$ cat src/rtl/kfx86_accumulator_defs.sv
// Accumulator ALU shared definitions: opcode constants and the FLAGS register layout.
`ifndef KFX86_ACCUMULATOR_DEFS
`define KFX86_ACCUMULATOR_DEFS

`define ALU_OP_ADD 5'h00
`define ALU_OP_OR  5'h01
`define ALU_OP_ADC 5'h02
`define ALU_OP_SBB 5'h03
`define ALU_OP_AND 5'h04
`define ALU_OP_SUB 5'h05
`define ALU_OP_XOR 5'h06
`define ALU_OP_CMP 5'h07

typedef struct packed {
  logic [3:0] rsv_15_12;
  logic       o;
  logic       d;
  logic       i;
  logic       t;
  logic       s;
  logic       z;
  logic       rsv_5;
  logic       a;
  logic       rsv_3;
  logic       p;
  logic       rsv_1;
  logic       c;
} flags_t;

`endif

$ cat src/rtl/kfx86_alu_arbiter_pkg.sv
// Shared types for the two-requester ALU arbiter.
package kfx86_alu_arbiter_pkg;

  typedef enum logic [1:0] {IDLE, BUSY, DONE} state_t;

  typedef logic req_idx_t;

  typedef struct packed {
    logic [4:0]  opcode;
    logic [15:0] source_1;
    logic [15:0] source_2;
    logic [15:0] flags;
    logic        select_word;
  } req_bundle_t;

endpackage

$ cat src/rtl/kfx86_rr_pick2.sv
// Combinational round-robin pick between two requesters.
module kfx86_rr_pick2
  import kfx86_alu_arbiter_pkg::*;
(
  input  logic [1:0] req,
  input  req_idx_t   last,
  output logic       valid,
  output req_idx_t   winner
);

  // On a tie the requester that did not win last time goes next.
  assign valid  = |req;
  assign winner = (req == 2'b11) ? ~last : req[1];

endmodule

$ cat src/rtl/kfx86_alu_arbiter.sv
// Sequences ALU ops for the execution and address units: load, settle one cycle, capture, return.
`ifndef KFX86_ACCUMULATOR_DEFS
`include "kfx86_accumulator_defs.sv"
`endif

module kfx86_alu_arbiter
  import kfx86_alu_arbiter_pkg::*;
#(
  parameter int NUM_REQ = 2
) (
  input  logic                clock,
  input  logic                reset,
  input  logic [NUM_REQ-1:0]  req,
  input  logic [4:0]          req_opcode_0,
  input  logic [4:0]          req_opcode_1,
  input  logic [15:0]         req_source_1_0,
  input  logic [15:0]         req_source_1_1,
  input  logic [15:0]         req_source_2_0,
  input  logic [15:0]         req_source_2_1,
  input  flags_t              req_flags_0,
  input  flags_t              req_flags_1,
  input  logic                req_select_word_0,
  input  logic                req_select_word_1,
  output logic [NUM_REQ-1:0]  grant,
  output logic [NUM_REQ-1:0]  done,
  output logic [15:0]         result,
  output flags_t              result_flags,
  output logic                result_write,
  output logic [4:0]          alu_opcode,
  output logic [15:0]         alu_source_1,
  output logic [15:0]         alu_source_2,
  output flags_t              alu_source_flags,
  output logic                alu_select_word,
  input  logic [15:0]         alu_out,
  input  flags_t              alu_out_flags
);

  state_t      state, state_nxt;
  req_bundle_t bundle [NUM_REQ];
  req_bundle_t sel;
  req_idx_t    last, winner_q, pick;
  logic        pick_valid;
  logic        load;

  assign bundle[0] = '{opcode: req_opcode_0, source_1: req_source_1_0, source_2: req_source_2_0,
                       flags: req_flags_0, select_word: req_select_word_0};
  assign bundle[1] = '{opcode: req_opcode_1, source_1: req_source_1_1, source_2: req_source_2_1,
                       flags: req_flags_1, select_word: req_select_word_1};

  kfx86_rr_pick2 u_pick (
    .req    (req),
    .last   (last),
    .valid  (pick_valid),
    .winner (pick)
  );

  assign sel  = bundle[pick];
  // DONE re-arbitrates like IDLE so back-to-back ops need no idle cycle.
  assign load = pick_valid && (state == IDLE || state == DONE);

  always_ff @(posedge clock or posedge reset) begin
    if (reset) state <= IDLE;
    else       state <= state_nxt;
  end

  always_comb begin
    state_nxt = state;
    unique case (state)
      IDLE:    state_nxt = pick_valid ? BUSY : IDLE;
      BUSY:    state_nxt = DONE;
      DONE:    state_nxt = pick_valid ? BUSY : IDLE;
      default: state_nxt = IDLE;
    endcase
  end

  always_comb begin
    done         = '0;
    result_write = 1'b0;
    if (state == DONE) begin
      done[winner_q] = 1'b1;
      result_write   = (alu_opcode != `ALU_OP_CMP);
    end
  end

  always_ff @(posedge clock or posedge reset) begin
    if (reset) begin
      grant            <= '0;
      last             <= 1'b1;
      winner_q         <= 1'b0;
      alu_opcode       <= `ALU_OP_ADD;
      alu_source_1     <= '0;
      alu_source_2     <= '0;
      alu_source_flags <= '0;
      alu_select_word  <= 1'b1;
      result           <= '0;
      result_flags     <= '0;
    end else begin
      if (load) begin
        grant            <= NUM_REQ'(1) << pick;
        last             <= pick;
        winner_q         <= pick;
        alu_opcode       <= sel.opcode;
        alu_source_1     <= sel.source_1;
        alu_source_2     <= sel.source_2;
        alu_source_flags <= sel.flags;
        alu_select_word  <= sel.select_word;
      end else if (state == DONE) begin
        grant <= '0;
      end
      // The ALU has had the full BUSY cycle to settle on the registered operands.
      if (state == BUSY) begin
        result       <= alu_out;
        result_flags <= alu_out_flags;
      end
    end
  end

endmodule
$ cat config.mk
export PLATFORM = sky130hd
export DESIGN_NAME = kfx86_alu_arbiter
export DESIGN_NICKNAME = d
export VERILOG_FILES = /design/src/rtl/kfx86_alu_arbiter_pkg.sv /design/src/rtl/kfx86_rr_pick2.sv /design/src/rtl/kfx86_alu_arbiter.sv
export VERILOG_INCLUDE_DIRS = /design/src /design/src/rtl
export SDC_FILE = /design/constraint.sdc
export NUM_CORES = 1
export LEC_CHECK = 0
export ABC_AREA = 1
export CAP_MARGIN = 20
export CELL_PAD_IN_SITES_DETAIL_PLACEMENT = 2
export CELL_PAD_IN_SITES_GLOBAL_PLACEMENT = 2
export CORE_MARGIN = 3
export CORE_UTILIZATION = 18
export CTS_BUF_LIST = sky130_fd_sc_hd__clkbuf_4 sky130_fd_sc_hd__clkbuf_8
export DETAILED_ROUTE_END_ITERATION = 8
export HOLD_SLACK_MARGIN = 0.15
export PLACE_DENSITY_LB_ADDON = 0.1
export SLEW_MARGIN = 20
export SYNTH_ARGS = -nofsm -noshare
export SYNTH_HDL_FRONTEND = slang
export SYNTH_HIERARCHICAL = 1
export SYNTH_SLANG_ARGS = --single-unit
$ cat constraint.sdc
create_clock -name clock -period 2.99 [get_ports clock]
set_clock_uncertainty 0.05 [all_clocks]
set_input_delay 0.4485 -clock clock [delete_from_list [all_inputs] [get_ports clock]]
set_output_delay 0.4485 -clock clock [all_outputs]
set_load 0.005 [all_outputs]
==> results.cfg, run 1 <==
[global_routing]
grt.total_usage = 0.134
grt_pass1_vias = 4798
grt_pass1_wl_um = 27300
gr-total-overflow = 0
grt_antenna_before_repair = 1
grt_max_degree = 61

[sta]
period_needed_ps = 2230
fin_crit_sh = 0.745
setup_tns_ps = 0
hold_viol = 0
rsz0062_at_grt = no
final-max-slew-violation-count = 0
setup_viol = 0
maxSlewHeadroom = 0.444
max_freq_mhz = 449
tightestPinTransition_ps = 834

[route]
wl_met3_um = 1160
routed.top_layer = met4
viasPerCell = 3.94
detail-route-antenna-nets = 0
drc_errors = 0
wire_per_inst_um = 15.3
drt-total-wl_um = 17000
drt_iter0_markers = 171
wl_met2_um = 8350
drt_first_pass_iters = 4
via_count = 4378
routedLengthMet1_um = 7280

[logic_synthesis]
yosysTopAreaCellShare = 0.533
syn_area_um2 = 4230
synth_fa_ha_area_frac = 0
synth_xor_area_frac = 0
synth_mux_area_frac = 0
yosys.area.top_type = dfrtp_1
synth_edf_count = 0
synth_fp_nets = 715
yosys-top-cells-area = dfrtp_1 (53%), nand2_1 (28%), o21ai_0 (5.4%), inv_1 (5.4%), buf_2 (1.9%)
ys_seq_area_frac = 0.545
synth_warnings = 6
synthFlopType = dfrtp_1
synth_area_per_cell_um2 = 7.40
ys_types = 17
synth_top_family_by_area = simple AND/OR/NAND/NOR gates
synth_commonest_cells = nand2_1 (320), dfrtp_1 (90), inv_1 (61)
synth_compound_area_frac = 0.0663
synth.most_common_cell = nand2_1
async_reset_ff_frac = 1.00
synthCells = 571
yosys_register_bits = 92
synthSimpleGateAreaFrac = 0.296

[worst_setup_path]
crit_required_ps = 3150
path_cells = clkdlybuf4s50_1 > or2_1 > nand2_2 > clkinv_2 > nand2_1 > o21ai_0
critPathLaunchType = input pin
arrival_ps = 2390
endpoint = winner_q
reg2reg_from = state[0]
end_kind = flop
path_class = in -> reg
cpMaxStageDelayCell = clkinv_2
rr_endpoint = winner_q
rr_worst_depth = 5
crit_path_max_incr_delay_ps = 630
r2r_setup_slack_ps = 1150
worstSetupStartpoint = req[0]
timing.critical_path.fanout_max = 57

[floorplanning]
die-area_um2 = 25400
die_y_um = 159
rows = 55
core_um2 = 22800
boundaryPins = 235
start_util = 0.185
die_x_um = 159

[hold_path]
hold_class = in -> async

[cts]
htreeDepth = 3
cts_tree = yes
postCtsSetupBuffers = 0
cts_max_path_buffers = 2
cts_resized = 0
hold_buffers = 0
numCtsBuffers = 9
cts-root-buf = clkbuf_8
cts.sinks = 92
clk_pin_slew_ps = 110
insertion_delay_ps = 360

[placement]
hpwl_um = 12800
gp_congestion = 0.724
dpl_cell_area_um2 = 6880
numPortBuffers = 234

[layout]
nets = 936
synthToLayoutAreaGrowth_pct = 67.6
final_area_um2 = 7090
final_layout_size_suffix_gt1_frac = 0.0389

[power]
p_per_area_nw_per_um2 = 560
cellLeakagePower_nw = 3.45
peakVddDrop_mv = 0.196

[outcome]
status = finished, final reports clean

[run]
cap_violations = 0
placed cells by master (no fill, tap or decap):
cell type          n
dfstp_2            2
inv_4              1
clkbuf_8           9
nand2_2            1
diode_2            1
clkbuf_4           1
or2_2              1
buf_4              5
nand2_1          320
o21ai_1            9
or2_1              1
clkinvlp_4         2
inv_1             59
clkinv_2           1
nor2_1             4
nand3_1            3
a21oi_4            1
bufinv_16          1
clkdlybuf4s50_1  234
o21ai_0           46
buf_12             1
clkinv_4           2
dfrtp_1           90
inv_2              2
inv_8              1
final cells by class:
type	count	area, um^2
diodes	1	2.50
clock buffers	10	131
clock inverters	6	73.8
fillers	2653	15800
inverters	63	240
multi-input cells	386	1540
flip-flops and latches	92	2300
well taps	313	392
repair buffers	240	2400
metrics by stage:
stage / setup slack [ps] / hold WS (ps) / util / instances / power [mW]
CTS: 777 / 382 / 0.310 / 1110 / 4.09
floorplan: 103 / 397 / - / 571 / 2.16
finish: 761 / 379 / 0.310 / 1111 / 3.97
global placement: 532 / 408 / 0.301 / 1094 / 3.08
detailed placement: 406 / 419 / 0.301 / 1094 / 3.14
global route: 469 / 393 / 0.310 / 1111 / 4.28
state kept, by name, summed over array words and instances, names as in the netlist:
register,flops
alu_select_word,1
alu_opcode,5
grant,2
last,1
alu_source_1,16
result_flags,16
alu_source_flags,16
state,2
alu_source_2,16
result,16
winner_q,1
critical path, delay by kind of cell:
family                 cells  cell delay (ps)
buffers and inverters      2             1100
AO/OA/AOI/OAI              1              140
AND/OR/NAND/NOR            3              700
how the worst min path moves through the flow:
| stage | endpoint | slack, ps | cells after the start |
|---|---|---|---|
| floorplan | last | 400 | 2 |
| global placement | alu_select_word | 410 | 2 |
| detailed placement | alu_source_2[4] | 420 | 2 |
| CTS | alu_source_2[9] | 380 | 2 |
| global route | alu_source_2[9] | 390 | 2 |
| finish | alu_source_2[9] | 380 | 2 |
routing by layer:
metal,vias up,track usage
li1,2136,-
met5,-,0
met2,118,0.227
met4,0,0.0334
met3,9,0.0473
met1,2115,0.164
logic make-up (layout without fill, tap and decap cells):
logic type	Yosys count	after routing
and+or+nand+nor	330	330
AOI/OAI and AO/OA	56	56
buffers and inverters	93	319
other	0	1
DFF	92	92
where the power goes:
part	switching (mW)	total (mW)	internal (mW)
Sequential	0.161	1.68	1.52
Clock	0.496	0.902	0.405
Combinational	0.596	1.38	0.787
Note: power is estimated with default switching activity, not from simulation.
==> run 2, diff against run 1 <==
==> constraint.sdc (replaced) <==
create_clock -name clock -period 1.9 [get_ports clock]
set_clock_uncertainty 0.05 [all_clocks]
set_input_delay 0.285 -clock clock [delete_from_list [all_inputs] [get_ports clock]]
set_output_delay 0.285 -clock clock [all_outputs]
set_load 0.005 [all_outputs]
==> run 2 against run 1 <==
  * Sequential cell count is the same
  * Setup slack lost 610 ps
  * Final cell count grew 0.45%
  * Sequential share of layout area shrank 0.49 points
  * Sequential power grew 58%
  * Combinational power grew 62%
  * Count of clock-buffer cells in the layout shrank 1
  * Critical path type is now reg -> out
==> results.cfg, run 2 (synthesized netlist as in run 1, its figures left out) <==
[sta]
setup_viol = 0
final-max-slew-violation-count = 0
tightestPinTransition_ps = 479
max_freq_mhz = 570
period_needed_ps = 1750
maxSlewHeadroom = 0.680
setup_tns_ps = 0
holdWs_ps = 238
rsz0062_at_grt = no
fin_crit_sh = 0.923
hold_viol = 0

[cts]
postCtsSetupBuffers = 0
clk_pin_slew_ps = 100
cts.sinks = 92
numCtsBuffers = 9
htreeDepth = 3
insertion_delay_ps = 360
hold_buffers = 0
cts_max_path_buffers = 2
cts_tree = yes
cts_resized = 4
cts-root-buf = clkbuf_8

[run]
cap_violations = 0

[worst_setup_path]
rr_worst_depth = 6
cpMaxStageDelayCell = dfstp_2
rr_endpoint = alu_source_1[1]
critPathLaunchType = flop
cp_top_family = flip-flops
timing.critical_path.fanout_max = 2
critical_path_buf_inv_count = 1
r2r_setup_slack_ps = 400
crit_path_max_incr_delay_ps = 540
path_cells = clkdlybuf4s50_1
end_kind = output pin
arrival_ps = 1420
crit_required_ps = 1560
path_class = reg -> out
reg2reg_from = last

[route]
wl_met2_um = 8160
routedLengthMet1_um = 7210
viasPerCell = 3.94
wl_met3_um = 1040
detail-route-antenna-nets = 0
drt_iter0_markers = 136
via_count = 4393
drt_first_pass_iters = 4
routed.top_layer = met4
drt-total-wl_um = 16600
wire_per_inst_um = 14.9
drc_errors = 0

[layout]
layout_commonest_cell = nand2_1
layout_common_cells = nand2_1 (319), clkdlybuf4s50_1 (231), dfrtp_1 (90)
synthToLayoutAreaGrowth_pct = 70.2
nets = 943
antenna_cells = 0
n_fill_cell = 2658
final_area_um2 = 7190
final_layout_size_suffix_gt1_frac = 0.0461

[power]
cellLeakagePower_nw = 3.51
clkPwrFrac = 0.216
fin_total_pwr_mw = 6.23
combPwrFrac = 0.358
power_frac_seq = 0.426
internal_power_mw = 4.28
p_per_area_nw_per_um2 = 867
switching_share = 0.313
peakVddDrop_mv = 0.248
p_switching_mw = 1.95

[placement]
hpwl_um = 12800
gp_congestion = 0.689
dpl_cell_area_um2 = 7010
numPortBuffers = 234

[floorplanning]
core_um2 = 22800
rows = 55
die_x_um = 159
die-area_um2 = 25400
start_util = 0.185
die_y_um = 159
boundaryPins = 235

[hold_path]
hold_class = in -> async

[global_routing]
grt_pass1_vias = 5012
gr-total-overflow = 0
grt_antenna_before_repair = 0
grt_pass1_wl_um = 27600
grt.total_usage = 0.134
grt_max_degree = 71

[outcome]
status = finished, final reports clean
[run 2: cell type report]
cell class	count	area (um^2)	area share
Multi-Input combinational cell	386	1540	0.215
Timing Repair Buffer	247	2520	0.351
Clock inverter	6	66.3	0.00922
Sequential cell	92	2300	0.320
Tap cell	313	392	0.0544
Clock buffer	9	124	0.0172
Inverter	63	240	0.0334
[run 2: routing by layer]
layer,vias to the layer above,global-route usage
met5,-,0
met1,2107,0.169
met4,0,0.0390
li1,2144,-
met3,13,0.0375
met2,129,0.225
[run 2: worst max path at each step]
| stage | end | depth (start not counted) | start |
|---|---|---|---|
| floorplan | alu_opcode[0] | 1 | reset |
| detailed placement | alu_source_flags[11] | 7 | req[0] |
| CTS | alu_select_word | 1 | alu_select_word |
| global route | alu_select_word | 1 | alu_select_word |
| finish | alu_select_word | 1 | alu_select_word |
| global placement | alu_source_1[0] | 7 | req[1] |
[run 2: metrics by stage]
step                 util  cells  worst slack (ps)
floorplan               -    571               489
global placement    0.307   1101              43.2
detailed placement  0.307   1101              33.9
CTS                 0.315   1116               109
global route        0.315   1116              86.2
finish              0.315   1116               147
[run 2: power groups by stage]
stage	Sequential, mW	Combinational, mW	Clock (mW)
after detailed placement	2.69	2.31	0
after global placement	2.68	2.25	0
after global routing	2.73	2.50	1.50
final	2.65	2.23	1.35
after CTS	2.67	2.32	1.43
after floorplan	2.70	0.707	0
